`src/rtl/kseq_chain_engine.sv`:
```
// Multi-channel chained add-step sequencer: seed load, LOOP_CNT chain
// iterations, then a one-cycle done pulse. Abortable at any busy state.
module kseq_chain_engine #(
    parameter int WIDTH    = 8,
    parameter int CHANNELS = 4,
    parameter int LOOP_CNT = 3,
    parameter int CNT_W    = 8
) (
    input  logic                      clk,
    input  logic                      rst,
    input  logic                      start,
    input  logic                      abort,
    input  logic [WIDTH-1:0]          seed,
    input  logic [WIDTH-1:0]          step,
    output logic [CHANNELS*WIDTH-1:0] ch_out,
    output logic                      busy,
    output logic                      done,
    output logic [CNT_W-1:0]          run_count
);

    localparam logic [1:0] S_IDLE = 2'd0;
    localparam logic [1:0] S_INIT = 2'd1;
    localparam logic [1:0] S_RUN  = 2'd2;
    localparam logic [1:0] S_FIN  = 2'd3;

    localparam int ITER_W = (LOOP_CNT > 1) ? $clog2(LOOP_CNT) : 1;
    localparam logic [ITER_W-1:0] ITER_LAST = ITER_W'(LOOP_CNT - 1);

    logic [1:0]        state_q, state_d;
    logic [WIDTH-1:0]  ch_q [CHANNELS];
    logic [WIDTH-1:0]  ch_d [CHANNELS];
    logic [ITER_W-1:0] iter_q, iter_d;
    logic [CNT_W-1:0]  cnt_q, cnt_d;

    always_comb begin
        state_d = state_q;
        ch_d    = ch_q;
        iter_d  = iter_q;
        cnt_d   = cnt_q;
        case (state_q)
            S_IDLE: begin
                if (start && !abort) state_d = S_INIT;
            end
            S_INIT: begin
                if (abort) begin
                    state_d = S_IDLE;
                end else begin
                    ch_d[0] = seed;
                    for (int i = 1; i < CHANNELS; i++) ch_d[i] = '0;
                    iter_d  = '0;
                    state_d = S_RUN;
                end
            end
            S_RUN: begin
                if (abort) begin
                    state_d = S_IDLE;
                end else begin
                    // every channel takes its predecessor's pre-edge value
                    ch_d[0] = ch_q[0] + step;
                    for (int i = 1; i < CHANNELS; i++) ch_d[i] = ch_q[i-1] + step;
                    iter_d = iter_q + 1'b1;
                    if (iter_q == ITER_LAST) state_d = S_FIN;
                end
            end
            S_FIN: begin
                state_d = S_IDLE;
                if (!abort) cnt_d = cnt_q + 1'b1;
            end
            default: state_d = S_IDLE;
        endcase
    end

    always_ff @(posedge clk or negedge rst) begin
        if (!rst) begin
            state_q <= S_IDLE;
            iter_q  <= '0;
            cnt_q   <= '0;
            for (int i = 0; i < CHANNELS; i++) ch_q[i] <= '0;
        end else begin
            state_q <= state_d;
            iter_q  <= iter_d;
            cnt_q   <= cnt_d;
            for (int i = 0; i < CHANNELS; i++) ch_q[i] <= ch_d[i];
        end
    end

    for (genvar g = 0; g < CHANNELS; g++) begin : g_out
        assign ch_out[g*WIDTH +: WIDTH] = ch_q[g];
    end

    assign busy      = (state_q != S_IDLE);
    assign done      = (state_q == S_FIN);
    assign run_count = cnt_q;

endmodule
```
`config.mk`:
```
export PLATFORM = sky130hd
export DESIGN_NAME = kseq_chain_engine
export DESIGN_NICKNAME = d
export VERILOG_FILES = /design/src/rtl/kseq_chain_engine.sv
export SDC_FILE = /design/constraint.sdc
export NUM_CORES = 1
export LEC_CHECK = 0
export ABC_AREA = 1
export CORE_MARGIN = 3
export CORE_UTILIZATION = 46
export CTS_CLUSTER_SIZE = 40
export DETAILED_ROUTE_END_ITERATION = 10
export PLACE_DENSITY = 0.77
export SYNTH_ARGS = -nofsm -noshare
export SYNTH_HDL_FRONTEND = slang
export SYNTH_SLANG_ARGS = --single-unit
```
`constraint.sdc`:
```
create_clock -name clk -period 1.65 [get_ports clk]
set_clock_uncertainty 0.05 [all_clocks]
set_input_delay 0.33 -clock clk [delete_from_list [all_inputs] [get_ports clk]]
set_output_delay 0.33 -clock clk [all_outputs]
set_load 0.03 [all_outputs]
```
Word-level counts from Yosys, hierarchy flattened
Cells that the tools add are included.
Widths: inputs -> output; s select.
{"block": "totals", "register_bits": 44, "out_inout_bits": 42, "elab_cells": 40}
{"block": "op_classes", "n_eq_ne": 8, "reduce_logical": 8, "bitwise_logic": 1, "muxes": 11, "add_sub_neg": 5}
{"operator": "$mux 32", "n": 2}
{"operator": "$pmux 32 s2", "n": 1}
{"operator": "$add 8x8->8", "n": 3}
{"operator": "$mux 2", "n": 6}
{"operator": "$add 8x1->8 const B", "n": 1}
{"operator": "$pmux 2 s4", "n": 1}
{"operator": "$eq 2x2->1 const B", "n": 3}
{"operator": "$ne 2x2->1 const B", "n": 3}
{"operator": "$pmux 2 s2", "n": 1}
{"operator": "$reduce_and 2->1", "n": 2}
{"operator": "$reduce_bool 2->1", "n": 2}
{"operator": "$ne 3x3->1 const B", "n": 1}
{"operator": "$reduce_and 3->1", "n": 1}
{"operator": "$add 2x1->2 const B", "n": 1}
{"operator": "$eq 2x1->1 const B", "n": 1}
{"operator": "$logic_not 2->1", "n": 1}
{"operator": "$logic_and 1x1->1", "n": 1}
{"operator": "$logic_not 1->1", "n": 1}
{"operator": "$not 1->1", "n": 1}

Longest topological paths before layout
{"block": "logic_depth", "ltp_word": 4, "depth_mapped": 10, "mapped_depth_nobuf": 10}

Worst setup path before layout
No wires, ideal clock.
{"block": "synth_path", "path_kind": "reg2reg", "start": "register ch_q (netlist bit ch_out[0])", "end": "register ch_q (netlist bit ch_out[12])", "required_time_ns": 1.476, "path_slack_ns": -0.050, "arrival_time_ns": 1.526, "path_buffers": 0, "stages_incl_launch_ff": 7, "cell_sequence": "dfrtp_1 ha_1 fa_1 nand3_1 nand2_1 o21ai_1 nand2_1"}
{"block": "synth_via", "elab_chain_len": 3}
{"element": "from (decl)", "line": "30", "rtl": "logic [WIDTH-1:0] ch_q [CHANNELS];"}
{"element": "$add 8x8->8", "line": "60", "rtl": "for (int i = 1; i < CHANNELS; i++) ch_d[i] = ch_q[i-1] + step;"}
{"element": "$mux 32", "line": "55", "rtl": "if (abort) begin"}
{"element": "$pmux 32 s2", "line": "40", "rtl": "case (state_q)"}
Every way passes these cells. The select of a mux whose other input is x is not followed.
A chain may end at the register's enable or synchronous reset.

Worst setup path after layout
{"block": "layout_path", "start": "register ch_q (netlist bit ch_out[0])", "end": "register ch_q (netlist bit ch_out[4])"}
{"block": "layout_via", "elab_chain_len": 3}
{"element": "$add 8x8->8", "line": "59", "rtl": "ch_d[0] = ch_q[0] + step;"}
{"element": "$mux 32", "line": "55"}
{"element": "$pmux 32 s2", "line": "40"}
Every way passes these cells. The select of a mux whose other input is x is not followed.

==> flow_summary.yaml <==
worst_setup_path:
  critPathMaxFanout: 3
  r2r-start: "ch_out[0]"
  reg2reg_depth: 7
  critical_path_class: "reg -> reg"
  regToRegSetupSlack_ns: 0.009
  worstSetupStartpoint: "ch_out[0]"
  regToRegEndpoint: "ch_out[4]"
  start_kind: "flop"
  cp.required_ns: 1.85
  crit_path_end_kind: "flop"
  cp.arrival_ns: 1.84
synthesis:
  synth_top_area_frac: 0.4004
  synth_area_um2: 2750
  synth_edf_count: 0
  synth_cell_type_count: 30
  syn-num-nets: 366
  synth.area.top_cells: "dfrtp_1 (40%), nand2_1 (12%), ha_1 (10%), nand3_1 (5.5%), inv_1 (3.5%)"
  syn_inst: 320
  synth.avg_cell_area_um2: 8.594
  yosysSeqAreaShare: 0.4004
  synthArstFlopShare: 1.000
  synth_top_cell_by_area: "dfrtp_1"
  ys.flop_type: "dfrtp_1"
  ys_ff_latch: 44
  yosysWarnings: 0
place:
  io_buffers: 61
  dp_slack_ns: -0.4520
  dp_hpwl_um: 5275
  dpl.cell_count: 479
  gp_congestion: 0.7924
floorplanning:
  rows: 27
  die_h_um: 83.32
  ioPinCount: 62
  start_util: 0.4875
  core-area_um2: 5642
  die_area_um2: 6942
  die_x_um: 83.32
detailed_routing:
  final_antenna_net_count: 0
  post-route-drc-count: 0
  wl_um: 7376
  first_iter_violations: 185
  routed-via-count: 2580
  firstDrtPassIters: 4
  drt-wirelength-per-cell_um: 15.02
  routed_via_density: 5.255
flow_run:
  maxCapViolCount: 0
global_route:
  grt_pass1_vias: 2676
  grt_use_total: 0.2097
  antenna_found_initial: 0
  grt-ovfl-total: 0
  grt_pass1_wl_um: 12030
  grt_max_degree: 45
timing:
  period_share: 0.9945
  relSlewSlack: 0.7504
  fin_crit_ns: 1.641
  tightest_slew_ns: 0.3738
  layout_setup_ws_ns: 0.009076
  fmax_ghz: 0.6094
  hold_viol_final: 0
  maxSlewViolCount: 0
  setup_violations: 0
  rsz0062_at_grt: "true"
run_status:
  outcome: "finished clean"
power_and_ir_drop:
  power_density_nw_per_um2: 1605
  ir_worst_vdd_uv: 683.2
  p_leak_nw: 2.135
finish:
  finalNetCount: 464
  utilization: 0.6997
  mostFrequentLayoutCells: "nand2_1 (86), dlygate4sd2_1 (44), dfrtp_1 (43)"
  num_antenna_cells: 0
  drive_above_1_share: 0.2196
  stdcell_count: 491
  fillerInstances: 430
  layout_commonest_cell: "nand2_1"
  area_delta_synth_final_pct: 43.54
min_path:
  whs_path_depth: 2
  hp-start: "ch_out[29]"
  min_path_type: "reg -> reg"
  hold_path_end: "ch_out[29]"
clock_network:
  path_clk_slew_ns: 0.08
  numCtsBuffers: 5
  clock_sinks: 44
  h-tree-depth: 2
  clock_latency_ns: 0.30
  tritoncts: "done"
  cts.path.max_buffers: 2
  root_buffer: "clkbuf_8"
## per-layer routing
layer | vias to the layer above | track usage | wire (µm) | part of all wire
met1 | 1222 | 0.2472 | 3023 | 0.41
met3 | 12 | 0.05456 | 470 | 0.064
met2 | 85 | 0.3805 | 3779 | 0.51
met4 | 0 | 0.04606 | 102 | 0.014
met5 | - | 0 | 0 | 0
li1 | 1261 | - | - | -
## what timing repair did
action	CTS	global route
setup buffers	0	3
pin swaps	2	10
gates resized for setup	49	26
hold endpoints to repair	44	0
endpoints found under the setup margin	57	18
cloned	0	0
hold buffers	1	0
## metrics by stage
step / area, µm² / hold slack (ns) / power [mW] / setup TNS, ns
final: 3948 / 0.4258 / 6.338 / 0
after global routing: 3948 / 0.4535 / 6.797 / -0.2360
after CTS: 3764 / 0.4287 / 6.025 / 0
after detailed placement: 3667 / 0.2817 / 5.389 / -9.368
after global placement: 3667 / 0.2800 / 5.269 / -8.242
after floorplan: 2754 / -0.01559 / 3.899 / 0
## worst max-delay path by stage
stage          slack (ns)    endpoint  cells past startpoint
2_1_floorplan        0.01  ch_out[28]                      7
3_3_place_gp        -0.41  ch_out[12]                      7
3_5_place_dp        -0.45  ch_out[12]                      7
4_1_cts             0.008   ch_out[7]                      9
5_1_grt             -0.04  ch_out[11]                      6
6_report            0.009   ch_out[4]                      7
## final cells by class
class	count	area, µm²	area share
Sequential cell	44	1102	0.2792
Multi-Input combinational cell	240	1658	0.4200
Clock inverter	2	35.03	0.008875
Clock buffer	6	72.57	0.01838
Timing Repair Buffer	96	873.3	0.2212
Tap cell	72	90.09	0.02282
Inverter	31	116.4	0.02948
## sequential cells by signal (all words and copies together), names as in the netlist
signal / cells
state_q: 2
run_count: 8
iter_q: 2
ch_out: 32
## where the power goes
| part | switching, mW | total, mW | internal [mW] | leakage (nW) |
|---|---|---|---|---|
| registers | 0.372 | 1.82 | 1.44 | 0.568 |
| clock network | 0.384 | 0.834 | 0.450 | 0.0552 |
| logic | 2.11 | 3.69 | 1.57 | 1.51 |
## worst max-delay path, cell delays in order (launching register included)
cell and delay, ns:
dfrtp_2 0.44, ha_4 0.17, fa_2 0.42, nand3_2 0.10, nand2_2 0.08, a21oi_2 0.17, o21ai_2 0.09, nand2_1 0.06
## cell families (layout without fill, tap and decap cells)
group,count (synthesis),count (layout),synth area share
AND/OR/NAND/NOR,154,154,0.2584
AO/OA/AOI/OAI,45,45,0.1019
flip-flops,44,44,0.4004
buffers and inverters,36,135,0.06415
adder cells (fa/ha/maj),26,26,0.1265
XOR/XNOR,14,14,0.04459
multiplexers,1,1,0.004094
## synth_stat cells (3+ instances only)
master,count
nand2b_1,3
inv_1,26
nor2_4,3
o21ai_1,7
nand4_1,6
inv_2,5
nand3_1,30
dfrtp_1,44
xnor2_1,8
a21oi_1,17
buf_6,4
o21ai_0,6
xor2_1,6
a22oi_1,4
a21o_1,3
nand3_2,3
fa_1,3
ha_1,23
a22o_1,5
nor2_1,14
nand2_1,90
Power figures use the tool's default switching activity.
==> RTL change: new RTL, same settings <==
Register the outputs `busy` and `done`, with the module's reset; this adds one clock of latency there. The other outputs are not delayed to match. Comments in the files are not updated.
--- a/src/rtl/kseq_chain_engine.sv
+++ b/src/rtl/kseq_chain_engine.sv
@@ -88,8 +88,15 @@
         assign ch_out[g*WIDTH +: WIDTH] = ch_q[g];
     end
 
-    assign busy      = (state_q != S_IDLE);
-    assign done      = (state_q == S_FIN);
+    always_ff @(posedge clk or negedge rst) begin
+        if (!rst) begin
+            busy <= '0;
+            done <= '0;
+        end else begin
+            busy <= (state_q != S_IDLE);
+            done <= (state_q == S_FIN);
+        end
+    end
     assign run_count = cnt_q;
 
 endmodule
Behaviour: not the same (a bounded check fails within 4 cycles, from zero or initial values and one cycle with rst low).
==> RTL change against the original RTL <==
Maximum frequency up 1.1%; clock power down 13%; sequential power up 2%; first-iteration DRC count down 22%; synthesized area up 0.96%; total power down 2.3%; count of clock-buffer cells in the layout up 1; worst setup slack better by 17 ps; via count down 1.1%; sequential cell count up 2; wire length down 0.16%; cell area down 0.51%; critical path depth down 1; largest cell class unchanged.
==> RTL change: results (changes against the original RTL) <==
Drt
  – Met2 WL: 3.77 mm (was 3.78 mm)
  – Number of nets with antenna violations after routing: 0 (unchanged)
  – Iter 0 DRT Violations: 145 (was 185)
  – Met1 wire length: 3.05 mm (was 3.02 mm)
  – Routed WL: 7.36 mm (was 7.38 mm)

Critical path
  – Reg2Reg Capture Point: ch_out[6] (was ch_out[4])
  – Critical Path AT: 1760 ps (was 1840 ps)
  – FF-to-FF setup slack: 30 ps (was 9 ps)
  – Worst R2R Path Depth: 6 (was 7)

Power and ir drop
  – Psw: 2.85 mW (was 2.87 mW)
  – Maximum vdd drop: 750 µV (was 683 µV)
  – Leak Pwr: 2.13 nW (about the same)

Global routing
  – GRT Total Usage: 0.215 (was 0.210)
  – First-pass GRT wire length: 12.5 mm (was 12.0 mm)
  – Pin count of the biggest net entering global routing: 22 (was 45)
  – Number of global-route vias before repair: 2,726 (was 2,676)

Synth
  – Commonest cells post-synth: nand2_1, dfrtp_1, nand3_1 (unchanged)
  – Sequential-to-total area share from yosys stat: 0.415 (was 0.400)
  – Ys async rst share: 1.00 (unchanged)
  – Ranking of synthesized cells by area: dfrtp_1, nand2_1, ha_1, nand3_1, inv_1 (unchanged)
  – Syn_nets: 363 (was 366)
  – Commonest register cell after synthesis: dfrtp_1 (unchanged)
  – Synthesis Warnings: 0 (unchanged)
  – Avg Cell Area, Syn: 8.76 µm² (was 8.59 µm²)

Layout
  – Share of cells above drive strength 1: 0.217 (was 0.220)
  – Finished Layout Cells: 486 (was 491)
  – Filler instances: 469 (was 430)
  – Nets: 459 (was 464)

Status
  – Status: finished, final reports clean (unchanged)

Worst hold path
  – Hold Crit Class: in -> async (was reg -> reg)

Placement
  – Placement Setup Slack: -452 ps (about the same)
  – Gpl congestion: 0.829 (was 0.792)
  – Placed cell areas: 0.00366 mm² (was 0.00367 mm²)
  – Detail Placement HPWL: 5.43 mm (was 5.27 mm)

STA
  – Max-slew headroom: 0.782 (was 0.750)
  – Hold Worst Slack: 370 ps (was 426 ps)
==> RTL change: layout make-up <==
type                       instances  area share
inverter                          30      0.0299
clock inverter                     1     0.00127
multi-input combinational        237       0.423
timing repair buffer              93       0.207
clock buffer                       7      0.0220
tap                               72      0.0229
sequential                        46       0.294
==> RTL change: stage by stage <==
step / TNS, ps / util / power [mW]
after global routing: -198 / 0.692 / 6.66
after CTS: 0 / 0.662 / 5.92
after floorplan: 0 / - / 3.93
after detailed placement: -9450 / 0.645 / 5.35
final: 0 / 0.692 / 6.19
after global placement: -8470 / 0.645 / 5.25
==> RTL change: kinds of logic after synthesis <==
group           Yosys count  synth area share
simple gates            152             0.261
flops                    46             0.415
compound gates           44            0.0951
buf+inv                  34            0.0559
fa+ha+maj                26             0.125
xor+xnor                 14            0.0442
mux                       1           0.00406
==> RTL change: how the worst max path moves through the flow <==
stage,start,to,slack (ps)
6_report,ch_out[0],ch_out[6],30
5_1_grt,ch_out[4],ch_out[6],-50
4_1_cts,step[2],ch_out[31],2
3_5_place_dp,step[0],ch_out[6],-450
3_3_place_gp,step[0],ch_out[6],-400
2_1_floorplan,ch_out[16],ch_out[28],30
==> RTL change: metal layers <==
layer / track usage / up-vias
met1: 0.263 / 1214
li1: - / 1247
met4: 0.0570 / 0
met3: 0.0503 / 11
met2: 0.378 / 80
met5: 0 / -
==> RTL change: power groups by stage <==
stage	clock network (mW)	logic, mW	registers (mW)
final	0.727	3.60	1.86
after global routing	0.787	3.94	1.92
after CTS	0.744	3.33	1.84
after detailed placement	0	3.50	1.85
after global placement	0	3.41	1.84
after floorplan	0	1.43	2.50
==> RTL change: repair_timing <==
item                       CTS  global route
pin swaps                    0            14
hold endpoints to repair     8             0
buffers inserted             0             3
setup endpoints to repair   58            20
gates resized for setup     56            30
hold buffers                 1             0
==> RTL change: critical path, stage by stage, from the launching register on <==
cell,delay (ps)
dfrtp_2,440
ha_4,170
fa_2,420
nand4_1,140
nand4_1,120
nand3_1,100
nand2_1,60
